--- config.mk ---
export PLATFORM = sky130hd
export DESIGN_NAME = adc1sndr_flat
export DESIGN_NICKNAME = d
export VERILOG_FILES = /design/src/rtl/adc1sndr_if.sv /design/src/rtl/adc1sndr.sv /design/src/flat_wrapper.sv
export SDC_FILE = /design/constraint.sdc
export NUM_CORES = 1
export LEC_CHECK = 0
export BUFFER_PORTS_ARGS = -buffer_cell sky130_fd_sc_hd__clkbuf_2
export CORE_MARGIN = 1.5
export CORE_UTILIZATION = 55
export CTS_BUF_LIST = sky130_fd_sc_hd__clkbuf_8
export DETAILED_ROUTE_END_ITERATION = 10
export GPL_TIMING_DRIVEN = 0
export PLACE_DENSITY = 0.76
export SYNTH_ARGS = -nofsm -noshare
export SYNTH_HDL_FRONTEND = slang
export SYNTH_SLANG_ARGS = --single-unit
--- constraint.sdc ---
create_clock -name CLK -period 4.22 [get_ports CLK]
set_input_delay 1.266 -clock CLK [delete_from_list [all_inputs] [get_ports CLK]]
set_output_delay 1.266 -clock CLK [all_outputs]
set_load 0.01 [all_outputs]
--- src/rtl/adc1sndr_if.sv ---
// Word-side and line-side signals of the single-line ADC transmitter.
// The source (bench or fabric) uses the master view; adc1sndr uses the slave view.
interface adc1sndr_if #(
    parameter int WIDTH = 6
);
    logic [WIDTH-1:0] DIN;
    logic             DVALID;
    logic             DREADY;
    logic [1:0]       MODE;
    logic [WIDTH-1:0] PAT;
    logic             SLIP;
    logic [1:0]       DOUT;
    logic [1:0]       FOUT;
    logic             WSTRB;
    logic             UNDERRUN;

    modport master (
        output DIN, DVALID, MODE, PAT, SLIP,
        input  DREADY, DOUT, FOUT, WSTRB, UNDERRUN
    );

    modport slave (
        input  DIN, DVALID, MODE, PAT, SLIP,
        output DREADY, DOUT, FOUT, WSTRB, UNDERRUN
    );
endinterface

--- src/rtl/adc1sndr.sv ---
// Serializes WIDTH-bit words MSB-first as bit pairs (one pair per CLK) for an ODDR2,
// with a matching frame-clock pair stream, test-pattern sources and 1-bit stream slips.
module adc1sndr #(
    parameter int WIDTH = 6
) (
    input  logic       CLK,
    input  logic       RST,
    adc1sndr_if.slave  bus
);
    localparam int P  = WIDTH / 2;
    localparam int PW = (P > 1) ? $clog2(P) : 1;
    localparam int OW = $clog2(WIDTH);
    localparam logic [PW-1:0]    PH_LAST   = PW'(P - 1);
    localparam logic [OW-1:0]    OFF_LAST  = OW'(WIDTH - 1);
    localparam logic [WIDTH-1:0] FCLK      = {{(WIDTH / 2){1'b1}}, {(WIDTH - WIDTH / 2){1'b0}}};
    localparam logic [6:0]       PRBS_SEED = 7'h7F;

    // Pair sent during phase ph: frame bits 2*ph (first) and 2*ph+1.
    function automatic logic [1:0] pair_of(input logic [WIDTH-1:0] frame, input logic [PW-1:0] ph);
        logic [WIDTH-1:0] sh;
        sh = frame << {ph, 1'b0};
        return 2'(sh >> (WIDTH - 2));
    endfunction

    function automatic logic [WIDTH-1:0] frame_of(input logic [2*WIDTH-1:0] hist, input logic [OW-1:0] off);
        return WIDTH'(hist >> off);
    endfunction

    // Advances PRBS7 by WIDTH bits; returns {new state, word}, oldest state bit in s[6].
    function automatic logic [6+WIDTH:0] prbs_next(input logic [6:0] s_in);
        logic [6:0]       s;
        logic [WIDTH-1:0] w;
        logic             nb;
        s = s_in;
        w = '0;
        for (int i = 0; i < WIDTH; i++) begin
            nb = s[6] ^ s[5];
            s  = {s[5:0], nb};
            w  = {w[WIDTH-2:0], nb};
        end
        return {s, w};
    endfunction

    logic [PW-1:0]      r_ph;
    logic [OW-1:0]      r_off;
    logic [2*WIDTH-1:0] r_hist;
    logic [WIDTH-1:0]   r_ramp;
    logic [6:0]         r_prbs;
    logic [1:0]         r_last_mode;
    logic               r_slip_req;
    logic [1:0]         r_dout;
    logic [1:0]         r_fout;
    logic               r_wstrb;
    logic               r_underrun;

    logic               w_load;
    logic               w_slip_any;
    logic [6+WIDTH:0]   w_prbs_res;
    logic [WIDTH-1:0]   w_new;
    logic [PW-1:0]      w_ph_next;
    logic [OW-1:0]      w_off_next;
    logic [2*WIDTH-1:0] w_hist_next;
    logic [WIDTH-1:0]   w_ramp_next;
    logic [6:0]         w_prbs_next;
    logic [1:0]         w_mode_next;
    logic               w_slip_next;
    logic               w_under_next;

    // Next-state logic: phase advance, source word selection and slip at the load edge.
    always_comb begin
        w_load       = (r_ph == PH_LAST);
        w_slip_any   = r_slip_req | bus.SLIP;
        w_prbs_res   = prbs_next((r_last_mode == 2'd3) ? r_prbs : PRBS_SEED);
        w_new        = '0;
        w_ph_next    = r_ph + PW'(1);
        w_off_next   = r_off;
        w_hist_next  = r_hist;
        w_ramp_next  = r_ramp;
        w_prbs_next  = r_prbs;
        w_mode_next  = r_last_mode;
        w_slip_next  = w_slip_any;
        w_under_next = r_underrun;
        if (w_load) begin
            w_ph_next   = '0;
            w_mode_next = bus.MODE;
            case (bus.MODE)
                2'd0: begin
                    if (bus.DVALID) begin
                        w_new = bus.DIN;
                    end else begin
                        w_new        = '0;
                        w_under_next = 1'b1;
                    end
                end
                2'd1: w_new = bus.PAT;
                2'd2: begin
                    // Entering ramp mode restarts the count so the first frame is zero.
                    if (r_last_mode == 2'd2) begin
                        w_new       = r_ramp;
                        w_ramp_next = r_ramp + WIDTH'(1);
                    end else begin
                        w_new       = '0;
                        w_ramp_next = WIDTH'(1);
                    end
                end
                2'd3: begin
                    w_new       = w_prbs_res[WIDTH-1:0];
                    w_prbs_next = w_prbs_res[6+WIDTH:WIDTH];
                end
                default: w_new = '0;
            endcase
            w_hist_next = {r_hist[WIDTH-1:0], w_new};
            if (w_slip_any) begin
                w_off_next = (r_off == OFF_LAST) ? '0 : r_off + OW'(1);
            end else begin
                w_off_next = r_off;
            end
            w_slip_next = 1'b0;
        end else begin
            w_new = '0;
        end
    end

    // State and registered line outputs; outputs show the pair for the upcoming phase.
    always_ff @(posedge CLK) begin
        if (RST) begin
            r_ph        <= PH_LAST;
            r_off       <= '0;
            r_hist      <= '0;
            r_ramp      <= '0;
            r_prbs      <= PRBS_SEED;
            r_last_mode <= 2'd0;
            r_slip_req  <= 1'b0;
            r_dout      <= 2'b00;
            r_fout      <= 2'b00;
            r_wstrb     <= 1'b0;
            r_underrun  <= 1'b0;
        end else begin
            r_ph        <= w_ph_next;
            r_off       <= w_off_next;
            r_hist      <= w_hist_next;
            r_ramp      <= w_ramp_next;
            r_prbs      <= w_prbs_next;
            r_last_mode <= w_mode_next;
            r_slip_req  <= w_slip_next;
            r_dout      <= pair_of(frame_of(w_hist_next, w_off_next), w_ph_next);
            r_fout      <= pair_of(FCLK, w_ph_next);
            r_wstrb     <= (w_ph_next == '0);
            r_underrun  <= w_under_next;
        end
    end

    assign bus.DREADY   = w_load && (bus.MODE == 2'd0) && !RST;
    assign bus.DOUT     = r_dout;
    assign bus.FOUT     = r_fout;
    assign bus.WSTRB    = r_wstrb;
    assign bus.UNDERRUN = r_underrun;
endmodule

--- src/flat_wrapper.sv ---
// flat-port wrapper written by rule: the top's interface ports become plain ports
module adc1sndr_flat 
#(
    parameter int WIDTH = 6
)
  (CLK, RST, bus_DIN, bus_DVALID, bus_MODE, bus_PAT, bus_SLIP, bus_DREADY, bus_DOUT, bus_FOUT, bus_WSTRB, bus_UNDERRUN);
  adc1sndr_if #(.WIDTH(WIDTH)) bus_i ();
  input  logic CLK;
  input  logic RST;
  input wire logic [$bits(bus_i.DIN)-1:0] bus_DIN;
  input wire logic [$bits(bus_i.DVALID)-1:0] bus_DVALID;
  input wire logic [$bits(bus_i.MODE)-1:0] bus_MODE;
  input wire logic [$bits(bus_i.PAT)-1:0] bus_PAT;
  input wire logic [$bits(bus_i.SLIP)-1:0] bus_SLIP;
  output wire logic [$bits(bus_i.DREADY)-1:0] bus_DREADY;
  output wire logic [$bits(bus_i.DOUT)-1:0] bus_DOUT;
  output wire logic [$bits(bus_i.FOUT)-1:0] bus_FOUT;
  output wire logic [$bits(bus_i.WSTRB)-1:0] bus_WSTRB;
  output wire logic [$bits(bus_i.UNDERRUN)-1:0] bus_UNDERRUN;
  assign bus_i.DIN = bus_DIN;
  assign bus_i.DVALID = bus_DVALID;
  assign bus_i.MODE = bus_MODE;
  assign bus_i.PAT = bus_PAT;
  assign bus_i.SLIP = bus_SLIP;
  assign bus_DREADY = bus_i.DREADY;
  assign bus_DOUT = bus_i.DOUT;
  assign bus_FOUT = bus_i.FOUT;
  assign bus_WSTRB = bus_i.WSTRB;
  assign bus_UNDERRUN = bus_i.UNDERRUN;
  adc1sndr #(.WIDTH(WIDTH)) u_core (.CLK(CLK), .RST(RST), .bus(bus_i));
endmodule
==> impl_metrics.yaml <==
clock_network:
  ctsHoldBuffers: 0
  clk_latency_ns: 0.30
  clkSinkCount: 39
  clk_pin_slew_ns: 0.08
  ctsResizeCount: 0
  root_buffer: "clkbuf_8"
  cts_tree: "done"
  cts_buffers: 5
  cts_max_path_buffers: 2
  cts_setup_buffers: 0
  h-tree-depth: 2
drt:
  topRoutingLayerUsed: "met4"
  first_iter_violations: 148
  vias_per_cell: 6.02
  vias: 2179
  wl_met3_um: 318
  wl_met2_mm: 2.69
  drcViolationCount: 0
  ant_nets: 0
  wl_met1_mm: 2.39
  wl_mm: 5.46
  dr.pass1.iters: 4
  wl_per_cell_um: 15.1
floorplan:
  coreArea_sq_mm: 0.00377
  start_util_pct: 59.3
  dieArea_sq_mm: 0.00446
  rows: 22
  die_h_um: 66.8
  die_w_um: 66.8
  pin_count: 25
global_route:
  grt_pass1_vias: 1993
  antenna_found_initial: 0
  grtUsageTotal_pct: 27.8
  grt_pass1_wl_mm: 9.27
  grt_max_degree: 14
  grt_overflow: 0
yosys:
  syn_area_sq_mm: 0.00224
  synth_warnings: 0
  ys_types: 49
  ys.flop_type: "dfxtp_1"
  synth_edf_count: 0
  yosysSeqAreaShare_pct: 34.9
  avgSynthCellArea_sq_um: 7.91
  yosysMostFrequentCell: "nand2_1"
  synth_fp_nets: 302
  synthCells: 283
  netlist.area_leader.share_pct: 34.9
  ys_ff_latch: 39
  synth_area_leaders: "dfxtp_1 35%, nand2_1 6.9%, mux2i_1 5.4%, nor2_1 5.4%, o211ai_1 3.4%"
  synth_async_sr_flop_share_pct: 0
  yosys-top-cells-count: "41 x nand2_1, 39 x dfxtp_1, 32 x nor2_1"
  synth_top_cell_by_area: "dfxtp_1"
finish:
  fill_cells: 335
  fin_nets: 332
  syn2layout_area_growth_pct: 12.9
  antennaDiodeCount: 0
  final_layout_size_suffix_gt1_share_pct: 15.9
timing:
  max_slew_margin_pct: 59.4
  fmax_mhz: 283
  hold_violations: 0
  setup_viol: 0
  slew_viol_final: 0
  period_needed_ns: 3.53
  max_slew.worst_pin.slew_ns: 0.610
  min_period_over_period_pct: 83.6
  fin_setup_tns_ns: 0
  fin_skew_ns: 0.00778
  rsz0062_at_grt: "false"
power_and_ir_drop:
  leakagePower_nw: 0.979
  peakVddDrop_uv: 222
  power_mw: 0.898
  power.density_mw_per_mm2: 356
worst_setup_path:
  cp-startpoint: "RST"
  required_ns: 2.95
  crit_fanout: 10
  r2r_start: "u_core.r_prbs[1]$_SDFFE_PP1P_"
  worst_setup_path_start_kind: "input pin"
  arrival_ns: 2.26
  path_class: "input pin to primary output"
  end_kind: "primary output"
worst_hold_path:
  hold_path_startpoint: "u_core.r_hist[9]$_SDFF_PP0_"
  hp-class: "flop to flop"
place:
  place.gp.congestion: 0.850
  hpwl_mm: 4.03
  io_buffers: 23
run_status:
  outcome: "completed"
job:
  maxCapViolCount: 0
[report_power, final]
part	internal (mW)	switching (mW)	total (mW)	leakage, nW
Combinational	0.0711	0.103	0.174	0.601
Sequential	0.388	0.0183	0.406	0.320
Clock	0.176	0.142	0.318	0.0581
Total	0.635	0.263	0.898	0.979
[final timing paths]
path,depth (start not counted),endpoint,slack (ns)
max,4,bus_DREADY,0.69
min,2,u_core.r_hist[9]$_SDFF_PP0_,0.47
max reg2reg,8,u_core.bus.DOUT[0]$_SDFF_PP0_,2.09
min reg2reg,2,u_core.r_hist[9]$_SDFF_PP0_,0.47
[final cells by class]
type,instances,area [sq um],area share (%)
clock inverters,3,43.8,1.73
repair buffers,23,115,4.56
plain buffers,17,82.6,3.27
inverters,4,15.0,0.595
well taps,48,60.1,2.38
flip-flops and latches,39,781,30.9
multi-input cells,223,1360,53.8
clock buffers,5,68.8,2.73
[registers in the layout, summed over array words and instances (netlist names), 2 cells and up]
name                flops
u_core.r_hist          12
u_core.r_prbs           7
u_core.r_ramp           6
u_core.r_off            3
u_core.bus.DOUT         2
u_core.bus.FOUT         2
u_core.r_last_mode      2
u_core.r_ph             2
[layout by cell type, fill, tap and decap left out, types with 5 or more instances in the layout]
cell type,synthesis,final
clkbuf_8,0,5
o211ai_1,10,10
a211oi_1,9,9
o21ai_0,15,15
nand2b_1,6,6
clkbuf_2,0,23
nor2_1,32,32
nand2_1,41,41
xor2_1,8,8
dfxtp_1,39,39
nand3_1,5,5
a21oi_1,13,13
nand4_1,5,5
buf_2,9,9
nor2b_1,7,7
clkbuf_1,6,6
mux2i_1,12,12
nor3_1,8,8
a31oi_1,5,5
[kinds of logic after synthesis]
kind of cell             share of synthesized area [%]
AND/OR/NAND/NOR                                   27.6
AO/OA/AOI/OAI                                     20.9
flip-flops                                        34.9
buffers and inverters                             4.36
multiplexers                                      7.38
XOR/XNOR                                          4.31
adder cells (fa/ha/maj)                          0.559
[metal layers]
layer / track usage, % / up-vias
met2: 48.1 / 64
met1: 34.9 / 1027
li1: - / 1081
met5: 0 / -
met4: 8.42 / 0
met3: 5.24 / 7
[metrics by stage]
step | setup slack, ns | hold slack, ns | cell area [sq um] | cells | util (%)
after floorplan | 0.910 | 0.445 | 2240 | 283 | -
after global placement | 0.689 | 0.452 | 2410 | 354 | 64.0
after detailed placement | 0.698 | 0.462 | 2410 | 354 | 64.0
after CTS | 0.695 | 0.475 | 2520 | 362 | 67.0
after global routing | 0.565 | 0.516 | 2520 | 362 | 67.0
final | 0.693 | 0.471 | 2520 | 362 | 67.0
[critical path, cell delays in order]
cell	delay, ns
clkbuf_1	0.26
clkbuf_1	0.48
nor4_1	0.10
clkbuf_2	0.15
No activity file was read; power rests on OpenSTA's default activity.
